## src/rtl/down_counter_16.sv

```systemverilog
// down_counter_16: loadable down-counter/timer with one-cycle terminal-count pulse.
// Ports: clock, reset (sync, active-high), enable (tick qualifier), load/load_value (period),
//        stop (abort, no done), count (current value), busy (RUN), done (terminal pulse).
// Optional: define DOWN_COUNTER_AUTO_RELOAD_EN for periodic reload from the stored period.
module down_counter_16 #(
  parameter int BIT_SZ = 16
) (
  input  logic              clock,
  input  logic              reset,
  input  logic              enable,
  input  logic              load,
  input  logic [BIT_SZ-1:0] load_value,
  input  logic              stop,
  output logic [BIT_SZ-1:0] count,
  output logic              busy,
  output logic              done
);
  typedef enum logic [1:0] {IDLE, RUN, DONE} state_t;
  localparam logic [BIT_SZ-1:0] ONE = BIT_SZ'(1);
  state_t state, state_nx;
  logic [BIT_SZ-1:0] count_nx;
`ifdef DOWN_COUNTER_AUTO_RELOAD_EN
  logic [BIT_SZ-1:0] reload, reload_nx;
  logic pulse, pulse_nx;
`endif
  always_comb begin
    state_nx = state;
    count_nx = count;
`ifdef DOWN_COUNTER_AUTO_RELOAD_EN
    reload_nx = reload;
    pulse_nx = 1'b0;
`endif
    if (load) begin
      count_nx = load_value;
      state_nx = load_value == '0 ? DONE : RUN;
`ifdef DOWN_COUNTER_AUTO_RELOAD_EN
      reload_nx = load_value;
`endif
    end else if (state == DONE || (state == RUN && stop)) begin
      state_nx = IDLE;
    end else if (state == RUN && enable) begin
`ifdef DOWN_COUNTER_AUTO_RELOAD_EN
      // terminal tick wraps to the stored period and stays in RUN
      count_nx = count == ONE ? reload : count - ONE;
      pulse_nx = count == ONE;
`else
      count_nx = count - ONE;
      state_nx = count == ONE ? DONE : RUN;
`endif
    end
`ifdef DOWN_COUNTER_AUTO_RELOAD_EN
    pulse_nx = pulse_nx | (state_nx == DONE);
`endif
  end
  always_ff @(posedge clock) begin
    if (reset) begin
      state <= IDLE;
      count <= '0;
`ifdef DOWN_COUNTER_AUTO_RELOAD_EN
      reload <= '0;
      pulse <= 1'b0;
`endif
    end else begin
      state <= state_nx;
      count <= count_nx;
`ifdef DOWN_COUNTER_AUTO_RELOAD_EN
      reload <= reload_nx;
      pulse <= pulse_nx;
`endif
    end
  end
  assign busy = state == RUN;
`ifdef DOWN_COUNTER_AUTO_RELOAD_EN
  assign done = pulse;
`else
  assign done = state == DONE;
`endif
endmodule

```

## config.mk

```make
export PLATFORM = sky130hd
export DESIGN_NAME = down_counter_16
export DESIGN_NICKNAME = d
export VERILOG_FILES = /design/src/rtl/down_counter_16.sv
export SDC_FILE = /design/constraint.sdc
export NUM_CORES = 1
export LEC_CHECK = 0
export ABC_AREA = 1
export BUFFER_PORTS_ARGS = -buffer_cell sky130_fd_sc_hd__buf_4
export CAP_MARGIN = 10
export CORE_ASPECT_RATIO = 2
export CORE_UTILIZATION = 46
export DETAILED_ROUTE_END_ITERATION = 6
export PLACE_DENSITY = 0.75
export SETUP_SLACK_MARGIN = 0.3
export SYNTH_ARGS = -nofsm -noshare
export SYNTH_HDL_FRONTEND = slang
export SYNTH_SLANG_ARGS = --single-unit
```

## constraint.sdc

```tcl
create_clock -name clock -period 1.2 [get_ports clock]
set_input_delay 0.3 -clock clock [delete_from_list [all_inputs] [get_ports clock]]
set_output_delay 0.3 -clock clock [all_outputs]
set_load 0.005 [all_outputs]
```

Yosys cells after proc, flatten, opt, wreduce, memory -nomap -nowiden. Cells that the tools add are included. W data, S select, Z words.

Flip-flop bits (word level): 18. Latch bits: 0. Bits in writable memories: 0. Memory bits (read-only): 0. Input port bits: 21. Output and inout port bits: 18. Word-level logic and storage cells: 22. Memories: 0.

Add/subtract/negate cells: 1. $mul: 0. Divide/modulo/power cells: 0. Magnitude comparators: 0. Eq/ne operators: 4. Shift operators: 0. Muxes and demuxes: 8. Bitwise gates (word level): 0. Reduce and logical (&&, ||, !) cells: 7.

Operators with widths (number): $mux W16 (3); $eq A16 B1 Y1 const B (1); $logic_not A16 Y1 (1); $sub A16 B1 Y16 const B (1); $mux W2 (5); $reduce_bool A3 Y1 (1); $eq A2 B1 Y1 const B (1); $eq A2 B2 Y1 const B (1); $logic_and A1 B1 Y1 (2); $ne A2 B2 Y1 const B (1); $reduce_and A2 Y1 (1); $reduce_bool A2 Y1 (1); $logic_or A1 B1 Y1 (1).

Depth between registers and ports, before layout. Gate-level depths: netlist of the first run.

Depth after elaboration: 5. Mapped depth: 9. Gate-level depth less buffers: 9.

Worst setup path after synthesis of the first run. Ideal clock, no wire load.

Path kind: reg2reg. Start point: reg count[0]. End point: reg count[10]. Library setup time: 0.070 ns. Arrival: 1.159 ns. Data required time: 1.130 ns. Path slack: -0.030 ns. Cell stages (with the launch flop): 9. Buffers on the path: 0. Clock period less this slack: 1.230 ns. Cells stage by stage: dfxtp_1 > inv_1 > ha_1 > nand2_1 > nor2_2 > nand2_1 > nand2_1 > nand3_1 > a21oi_1.

Longest elaborated chain between the ends: 4.

Ends and longest elaborated chain: start, declared (RTL line 14) `output logic [BIT_SZ-1:0] count,`; start signal, assigned (RTL line 65) `count <= count_nx;`; $sub A16 B1 Y16 (RTL line 47) `count_nx = count - ONE;`; $mux W16 (RTL line 41) `end else if (state == RUN && enable) begin`; $mux W16 (RTL line 39) `end else if (state == DONE || (state == RUN && stop)) begin`; $mux W16 (RTL line 33) `if (load) begin`.

No other way between the ends. The select of a mux whose other input is x is not followed. A chain may end at the register's enable or synchronous reset.

Worst setup path in the final report of the first run.
Start point: reg state[0]. End point: reg count[14].

Longest elaborated chain between the ends: 5. Elaborated cells on any way between the ends: 8. Those cells by class: eq/ne: 3; reduce/logical: 5.

Ends and longest elaborated chain: start, declared (RTL line 20) `state_t state, state_nx;`; start signal, assigned (RTL line 64) `state <= state_nx;`; $eq A2 B1 Y1 (RTL line 39, 41); $logic_and A1 B1 Y1 (RTL line 39); $logic_or A1 B1 Y1 (RTL line 39); $ne A2 B2 Y1 (no source line); $reduce_and A2 Y1 (no source line) (*).

Mark *: on every way between the ends. The rest lies on a longest branch, timed or not.

==> results.txt, run 1 <==
* Result of the run: finished with violations
- Violated checks: setup timing
- The smallest clock period supported by the final layout is computed as ~1400 ps.
- Highest ir drop seen on vdd: 0.000955 V
- Placer Congestion: around 0.86
* Later-pin clock latency in the skew report: 280 ps
- Total area of multi-input combinational cells: between 1000 and 1500 um^2
* Power density cells: 875 nW/um^2
- Worst Clk Skew: 8.16 ps
- Start of the worst register-to-register path: state[0]
- Counting flops and latches in the post-synthesis netlist gives 18.
* Area of the core: approximately 2800 um^2
* Number of rows created at floorplan: 27
* Wirelength per Cell: 21.4 um
- The min-delay analysis places its worst path in the category in -> reg.
* Main synth FF type: sky130_fd_sc_hd__dfxtp_1
* Adder-cell share of the synthesized area: 0.0185
- After synthesis, the share of flip-flops with an asynchronous set or reset is 0.
* Number of hold violations in the final report: 0
- Vias in the first global route: roughly 1.8k
- Cell at the root of the clock tree: sky130_fd_sc_hd__clkbuf_8
- CP Launch Type: flop
* I/O pin count: 39
- The number of antenna violations at the first check in global routing came to 0.
* Reg area: roughly 420 um^2
- The critical path is of the reg -> reg type.
- Critical path required time: approximately 1400 ps
- After synthesis, the share of cell area in mux cells is 0.
- Cell Count Post-Placement: about 330
* Worst Tran Pin Value: 266 ps
- By area, the combinational part of the netlist is dominated by simple AND/OR/NAND/NOR gates.
* Non-filler instance count after layout: 356
- Headroom to the max-slew limit came out at 0.821.
* Port Buffers: 38
* Seq pwr share: 0.303
- Share of post-route cells with drive strength above 1: 0.532
- Number of vias in the routed layout: between 2k and 2.5k
- Of the total power, the share spent switching nets is 0.394.
* Critical path endpoint category: flop
- Number of fill cells: 75
- Of all nets on the critical path, the largest fanout is 6.
- Overall routed net length: 7610 um
- On the critical path, the stage with the largest delay is an instance of sky130_fd_sc_hd__dfxtp_4.
- H-tree level count: 1
- Distinct cell type count after synthesis: 19
- Die area: approximately 3200 um^2
- TritonCTS built the clock tree.
- Global router's overall resource usage: 0.352
- The total overflow left after global routing is 0.
- Share of the synthesized area in the top cell type: 0.267
- The repair_antennas step left the layout with diodes totalling 0.
- The first global-routing pass estimated 7780 um of wire.
- In the synthesized netlist, the number of instances is 241.
- Deepest clock path buffer count: 2
- Xor/xnor share of the synthesized area: 0.0130
- Initial core utilization: 0.488
- Compound-cell area share of the yosys netlist: 0.131
* Number of sinks handled by clock tree synthesis: 18
- For this run, design rule violations remaining after detail routing come to 0.
- Sorting the synthesized cells by how often they occur yields sky130_fd_sc_hd__nand2_1 (79), sky130_fd_sc_hd__inv_1 (39), sky130_fd_sc_hd__nor2_1 (31), sky130_fd_sc_hd__nand3_1 (23), sky130_fd_sc_hd__dfxtp_1 (18).
- The most critical setup path has its startpoint at state[0].
- Post-synthesis to final-layout area growth: 95.6%
- Post-synth top area cell: sky130_fd_sc_hd__dfxtp_1
- The floorplan step set the die width to 40.3 um.
* Initial DRC Count: 267
- The wire-length estimate of the detail-placed layout is 3190 um.
- For this design, the CTS-stage hold fixing added 0 buffers.
- The internal portion of the total power is 0.00140 W.
- From bottom edge to top edge, the die measures 78.7 um.
- In this run the remaining antenna-violating nets after routing total 0.
* Critical path arrival: 1560 ps
* Cell with the most instances after synthesis: sky130_fd_sc_hd__nand2_1
- Cell area after synthesis: 1350 um^2
- Static leakage power: 1.24 nW
- Max Slew Vio Count: 0
- Warning count from the yosys run: 0
- TritonRoute pass-1 iters: 5
* Avg Cell Area, Syn: 5.61 um^2
* Relative contribution of combinational cells to total power: 0.455
- Worst hold margin: 343 ps
- Synthesized netlist net count: ~260
* Switch Pwr: 0.000912 W
- Dividing the final minimum period by the clock period gives 1.16.
* Number of synthesized flops with an enable pin: 0
- The worst hold path begins at load_value[3].
- Of the synthesized area, sequential elements account for 0.267.
- Entering global routing, the biggest net connects 16 pins.
- Count of max-cap constraint violations: 0
- Setup-violating endpoint count in the final report: 20
- Clock-pin slew was measured on the worst setup and hold paths at ~90 ps.
- Of the total synthesized cell area, the portion taken by AND, OR, NAND and NOR gates is 0.437.
- The share of total power dissipated in the clock network is 0.242.
- Unrepaired setup endpoints after global routing: true
- Cells along the critical path: buf_4, nand3_4, nor2_4, nor2_4, buf_12, nand2_1, nand2_1, inv_1, a21oi_1
* Maximum clock frequency: 0.715 GHz
- After layout, the worst setup slack is -198 ps.
* Avg Vias per Cell: 6.29
* Top cells by area, synth: sky130_fd_sc_hd__dfxtp_1 (27%), sky130_fd_sc_hd__nand2_1 (22%), sky130_fd_sc_hd__inv_1 (11%), sky130_fd_sc_hd__nor2_1 (8.6%), sky130_fd_sc_hd__nand3_1 (8.5%)
- Number of clock buffers inserted by TritonCTS: 3
- The net count of the finished layout is ~350.
- The largest single stage delay on the critical path is 370 ps.
## metal layers
layer | up-vias | wire length, um | track usage
met5 | - | 0 | 0
li1 | 921 | - | -
met2 | 252 | 3760 | 0.584
met4 | 0 | 775 | 0.260
met1 | 979 | 2250 | 0.351
met3 | 87 | 822 | 0.0621
## metrics by stage
step / TNS (ps) / area (um^2) / util / setup WS [ps] / power (W)
detailed placement: -266 / 1940 / 0.701 / -64.7 / 0.00135
global placement: -80.6 / 1940 / 0.701 / -34.5 / 0.00135
CTS: -882 / 2390 / 0.864 / -86.0 / 0.00204
floorplan: 0 / 1430 / - / 64.3 / 0.00106
finish: -2260 / 2640 / 0.954 / -198 / 0.00231
global route: -2990 / 2640 / 0.954 / -227 / 0.00237
## critical path: cells and delay by family, from the launching register on
family / cells / cell delay [ps]
buffers and inverters: 3 / 380
AOI/OAI and AO/OA: 1 / 90
DFF: 1 / 370
and+or+nand+nor: 5 / 410
## layout by cell type, fill, tap and decap left out, types with 4 or more instances in the layout
| cell | count |
|---|---|
| sky130_fd_sc_hd__buf_6 | 40 |
| sky130_fd_sc_hd__nand3_4 | 4 |
| sky130_fd_sc_hd__nor2_4 | 15 |
| sky130_fd_sc_hd__buf_4 | 43 |
| sky130_fd_sc_hd__nand2_4 | 5 |
| sky130_fd_sc_hd__a21oi_1 | 8 |
| sky130_fd_sc_hd__inv_1 | 35 |
| sky130_fd_sc_hd__a21oi_2 | 7 |
| sky130_fd_sc_hd__nand2_1 | 65 |
| sky130_fd_sc_hd__inv_4 | 4 |
| sky130_fd_sc_hd__nor2_1 | 16 |
| sky130_fd_sc_hd__dfxtp_2 | 5 |
| sky130_fd_sc_hd__nand2_2 | 9 |
| sky130_fd_sc_hd__nand3_1 | 12 |
| sky130_fd_sc_hd__nand3_2 | 8 |
| sky130_fd_sc_hd__dfxtp_4 | 13 |
| sky130_fd_sc_hd__nor2_2 | 6 |
| sky130_fd_sc_hd__o21ai_0 | 9 |
| sky130_fd_sc_hd__clkbuf_8 | 4 |
## final timing paths
path | end | slack, ps | depth (start not counted)
worst max-delay path | count[14] | -200 | 9
worst min-delay path | count[3] | 340 | 3
worst max register to register | count[14] | -200 | 9
worst min register to register | count[1] | 650 | 2
## kinds of logic after synthesis
logic type      count (synthesis)
compound gates                 34
xor+xnor                        2
fa+ha+maj                       2
buf+inv                        45
flops                          18
simple gates                  140
## what timing repair did
item                                    4_1_cts  5_1_grt
gates resized for setup                      93       46
endpoints found under the setup margin       36       36
gates cloned                                  1        0
pin swaps                                    22       20
buffers inserted                             12        8
## registers in the layout, indices dropped and copies added, names as in the netlist
register / cells
state: 2
count: 16
## cell type report
cell class / count / area share
multi-input combinational: 178 / 0.429
sequential: 18 / 0.157
tap: 29 / 0.0137
timing repair buffer: 86 / 0.317
clock buffer: 4 / 0.0208
inverter: 41 / 0.0620
## power groups by stage
stage               registers [W]  logic, W  clock network [W]
floorplan                0.000702  0.000354                  0
finish                   0.000701   0.00105           0.000560
global route             0.000704   0.00110           0.000563
global placement         0.000692  0.000656                  0
detailed placement       0.000693  0.000662                  0
CTS                      0.000693  0.000819           0.000531
Power figures use the tool's default switching activity.
==> run 2, diff against run 1 <==
ABC_AREA = default   (was 1)
CORE_ASPECT_RATIO = default   (was 2)
CORE_UTILIZATION = 49   (was 46)
CTS_CLUSTER_DIAMETER = 150   (was default)
PLACE_DENSITY = 0.78   (was 0.75)
clock period = 1.38 ns   (was 1.2 ns; I/O delays follow)
==> run 2 against run 1 <==
Compared with the run above: the flow now stops in 4_1_cts; synthesized cell count shrank 40%; area after synthesis shrank 13%.
==> results.txt, run 2 <==
- Result of the run: did not finish
- For this design the top-level I/O count stands at 39.
- Worst slack, placed: -538 ps
* Hold-fix buffer count after cts: 0
- In this run the deepest clock path goes through 2 buffers.
* Placer Congestion: 0.883
- Cells after Synth: 144
- Gates resized during post-CTS repair numbered 70.
* Distinct cell type count after synthesis: 47
- Async set-reset flop share out of synthesis: 0
- Port Buffers: 38
- By area the synthesized netlist is led by sky130_fd_sc_hd__dfxtp_1 (31%), sky130_fd_sc_hd__a211oi_1 (7.0%), sky130_fd_sc_hd__nor2_1 (6.4%), sky130_fd_sc_hd__xor2_1 (5.2%), sky130_fd_sc_hd__nor4_1 (4.3%).
- Setup repair bufs after CTS: 13
- The Yosys step of the flow raised 0 warnings.
- After synthesis, the most frequently instantiated cells are sky130_fd_sc_hd__nor2_1 (20), sky130_fd_sc_hd__dfxtp_1 (18), sky130_fd_sc_hd__a211oi_1 (11), sky130_fd_sc_hd__nor3_1 (8), sky130_fd_sc_hd__nor4_1 (8).
- First error: [ERROR DPL-0033] detailed placement checks failed during check placement.
- Total of flip-flops plus latches after synthesis: 18
- In this run, synthesis inferred 0 flip-flops with an integrated enable.
* Die H: just over 50 um
- The root buffer cell chosen for the clock tree is sky130_fd_sc_hd__clkbuf_4.
- Initial core utilization: 0.525
- Among all cell types in the netlist, the one instantiated most often is sky130_fd_sc_hd__nor2_1.
- Avg Cell Area, Syn: 8.14 um^2
* Synthesized netlist net count: 167
* DIE WIDTH: 50.9 um
- Detailed placement finished with a half-perimeter wire length of 2980 um.
- Number of sinks handled by clock tree synthesis: 18
- H-tree level count: 1
- The share of synthesized area in the top cell type comes to 0.307.
* Post-synthesis sequential area ratio: 0.307
* Number of clock buffers inserted by TritonCTS: 3
- Number of rows created at floorplan: 17
* Last stage the flow got to: 4_1_cts
- The most used flip-flop cell after synthesis is sky130_fd_sc_hd__dfxtp_1.
* Post-synth top area cell: sky130_fd_sc_hd__dfxtp_1
- Cell area after synthesis: 1170 um^2
==> run 2: logic make-up after synthesis <==
| kind of cell | count (synthesis) | share of synthesized area |
|---|---|---|
| flip-flops | 18 | 0.307 |
| adder cells (fa/ha/maj) | 2 | 0.0213 |
| AND/OR/NAND/NOR | 72 | 0.359 |
| buffers and inverters | 13 | 0.0459 |
| AO/OA/AOI/OAI | 28 | 0.179 |
| XOR/XNOR | 8 | 0.0598 |
| multiplexers | 3 | 0.0277 |
==> run 2: through the flow <==
stage	hold slack (ps)	utilization	std cells	TNS (ps)	area [um^2]
after floorplan	478	-	144	-906	1260
after detailed placement	611	0.826	242	-4730	1850
after global placement	605	0.826	242	-4300	1850
==> run 3, diff against run 2 <==
CORE_AREA = 2 2 63 65   (was default)
CORE_UTILIZATION = default   (was 49)
CTS_CLUSTER_DIAMETER = default   (was 150)
DIE_AREA = 0 0 65 67   (was default)
PLACE_DENSITY = default   (was 0.78)
PLACE_DENSITY_LB_ADDON = 0.15   (was default)
SETUP_SLACK_MARGIN = default   (was 0.3)
==> run 3 against run 2 <==
Compared with the run above: the flow now finishes, with violations (setup timing); area after synthesis stayed put; synthesized cell count did not move.
==> results.txt, run 3 <==
- In the post-synthesis netlist, the cell with the most instances is sky130_fd_sc_hd__nor2_1.
* Avg Vias per Cell: between 5 and 6
- Worst min-delay path class: in -> reg
- Clock skew on the completed layout was measured at 7.17 ps.
- Worst Tran Pin Value: 512 ps
- Die area: about 4400 um^2
- Initial DRC Count: 65
- Among all flip-flop cells after synthesis, the most frequent one is sky130_fd_sc_hd__dfxtp_1.
- Counting tap cells, the placed design contains a total of 270 instances.
- The floorplan has 22 rows.
- For this design the ratio of total power to cell area is 758 nW/um^2.
- CTS clock-pin slew for the worst setup and hold paths: 80 ps
- Buffers & Inverters on Critical Path: 0
- Fraction of the cycle the final worst path needs: 1.23
- DRT antenna net count: 0
- In this run the cell area measured after placement is 1900 um^2.
- Avg Cell Area, Syn: 8.14 um^2
- Cell-internal power: 0.00117 W
* Critical path arrival: about 1900 ps
- Summing over every cut layer, the via total after detailed routing is 1483.
- Global router's overall resource usage: 0.196
- Number of sinks handled by clock tree synthesis: 18
- Maximum fanout encountered on the critical timing path: 4
- The longest clock path from root to sink contains 2 buffers.
- The largest registers in the layout are count: 16 flops, state: 2 flops.
- STA puts the critical path data required time at 1570 ps.
- After synthesis, the netlist uses 47 different library cells.
- Maximum clock frequency: about 0.59 GHz
- Post-synthesis to final-layout area growth: 89.0%
* Max reg flops: 16
- TritonCTS built the clock tree.
- The number of antenna diodes in the final layout is 0.
* Commonest cells post-synth: sky130_fd_sc_hd__nor2_1 (20), sky130_fd_sc_hd__dfxtp_1 (18), sky130_fd_sc_hd__a211oi_1 (11), sky130_fd_sc_hd__nor3_1 (8), sky130_fd_sc_hd__nor4_1 (8)
- Final core area utilization: 0.615
* Synthesized netlist net count: 167
- Crit path time final: 1700 ps
* Switch share: 0.302
- The worst setup path is captured at a flop.
- The library cell used most frequently in the layout, excluding fill and tap cells, is sky130_fd_sc_hd__buf_4.
* CP Launch Type: flop
- Walking the worst path, the cells encountered are or4_4, nor4_4, mux2_4, nor3_2.
- In this run the static leakage power is 0.948 nW.
- Area of the core: 3610 um^2
- Number of synthesized flops with an enable pin: 0
- Die H: 67 um
- Share of the synthesized area in the top cell type: 0.307
- During synthesis, Yosys emitted a total of 0 warnings.
- The checks that failed: setup timing.
* TritonRoute pass-1 iters: 4
* Overall power after layout: between 0.0015 and 0.002 W
- Async set-reset flop share out of synthesis: 0
- The share of total power dissipated in sequential elements is 0.357.
- Cell area after synthesis: 1170 um^2
- Non-filler instance count after layout: 284
- The max-slew violation total from the final report was 0.
* Cell at the root of the clock tree: sky130_fd_sc_hd__clkbuf_8
- At the end of routability-driven placement, the weighted congestion stood at 0.808.
* Setup-violating endpoint count in the final report: 18
- Kind of critical path: reg -> reg
- Highest ir drop seen on vdd: 0.000374 V
- The finished cells cover 2220 um^2.
* Later-pin clock latency in the skew report: approximately 260 ps
- The share of the Yosys chip area taken by registers is 0.307.
* Fin nets: 260
- I/O pin count: 39
- Counting flops and latches in the post-synthesis netlist gives 18.
- Entering global routing, the biggest net connects 24 pins.
- Cells after Synth: about 140
- Fin worst setup slack: -316 ps
- Share of post-route cells with drive strength above 1: 0.572
- Wirelength per Cell: 15.0 um
- Worst hold margin: between 300 and 400 ps
- Number of hold violations in the final report: 0
- Relative contribution of combinational cells to total power: 0.377
- Highest-count cells in the layout ignoring fill and taps: sky130_fd_sc_hd__buf_4 (79), sky130_fd_sc_hd__nor2_1 (19), sky130_fd_sc_hd__buf_6 (16)
- Switch Pwr: 0.000508 W
- Broken down by cell family, the worst path's largest delay share belongs to simple AND/OR/NAND/NOR gates.
- Post-synth top area cell: sky130_fd_sc_hd__dfxtp_1
- Number of remaining DRC errors: 0
- H-tree level count: 1
- Hold-fix buffer count after cts: 0
- Unrepaired setup endpoints after global routing: true
* Slowest CP cell: sky130_fd_sc_hd__or4_4
* Count of max-cap constraint violations: 0
- Result of the run: finished with violations
* Port Buffers: 38
* Number of clock buffers inserted by TritonCTS: 3
* Top cells by area, synth: sky130_fd_sc_hd__dfxtp_1 (31%), sky130_fd_sc_hd__a211oi_1 (7.0%), sky130_fd_sc_hd__nor2_1 (6.4%), sky130_fd_sc_hd__xor2_1 (5.2%), sky130_fd_sc_hd__nor4_1 (4.3%)
* Max-slew headroom: 0.656
- The number of antenna violations at the first check in global routing is 0.
- Clock network fraction of total power: 0.265
- Half-perimeter wire length after detailed placement: roughly 3000 um
- The initial utilization of the core area, before any placement, comes to 0.325.
- Grt total ovfl: 0
* DIE WIDTH: 65 um
* Global-route wire length before repair: 6550 um
- In this design, the stage delay of the slowest critical-path cell is 580 ps.
- The routed design has 4250 um of wire.
- Reg with most FFs: count
* Vias in the first global route: 1376
==> run 3: cell counts after synthesis <==
No cell type changed its count.
==> run 3: metal layers <==
metal | vias up | track usage | share of wire
li1 | 732 | - | -
met1 | 698 | 0.253 | 0.43
met2 | 44 | 0.339 | 0.50
met3 | 9 | 0.0287 | 0.047
met4 | 0 | 0.0559 | 0.021
met5 | - | 0 | 0
==> run 3: worst reg2reg max path, delay by kind of cell (launching register included) <==
kind	cells	cell delay (ps)
flops	1	330
mux	1	330
simple gates	3	980
==> run 3: final cells by class <==
| class | count | area, um^2 |
|---|---|---|
| clock buffer | 4 | 55.1 |
| inverter | 5 | 18.8 |
| sequential | 18 | 368 |
| timing repair buffer | 96 | 793 |
| tap | 48 | 60.1 |
| multi-input combinational | 113 | 921 |
| fill | 321 | 1390 |
==> run 3: power groups by stage <==
stage               Sequential (W)  Combinational, W  Clock, W
floorplan                 0.000621          0.000202         0
global placement          0.000605          0.000516         0
detailed placement        0.000607          0.000523         0
CTS                       0.000596          0.000598  0.000456
global route              0.000604          0.000681  0.000480
finish                    0.000600          0.000634  0.000445
==> run 3: logic make-up (layout without fill, tap and decap cells) <==
group           after synthesis  in the layout  synth area share
simple gates                 72             72             0.359
compound gates               28             28             0.179
flops                        18             18             0.307
buf+inv                      13            105            0.0459
xor+xnor                      8              8            0.0598
mux                           3              3            0.0277
fa+ha+maj                     2              2            0.0213
==> run 3: metrics by stage <==
| stage | setup slack [ps] | setup TNS [ps] |
|---|---|---|
| after CTS | -338 | -3320 |
| after floorplan | -303 | -911 |
| final | -316 | -3250 |
| after detailed placement | -476 | -4150 |
| after global routing | -400 | -4540 |
| after global placement | -456 | -3780 |
==> run 3: path summary, 6_finish.rpt <==
check | slack [ps] | cells after the start | from | to
setup / recovery | -320 | 4 | count[6] | count[12]
hold / removal | 340 | 3 | load_value[1] | count[1]
setup reg to reg | -320 | 4 | count[6] | count[12]
hold reg to reg | 600 | 2 | count[13] | count[13]
==> run 3: timing repair <==
item / 4_1_cts / 5_1_grt
endpoints found under the setup margin: 19 / 21
gates cloned: 0 / 0
resized for setup: 28 / 17
pin swaps: 20 / 12
setup buffers: 8 / 3
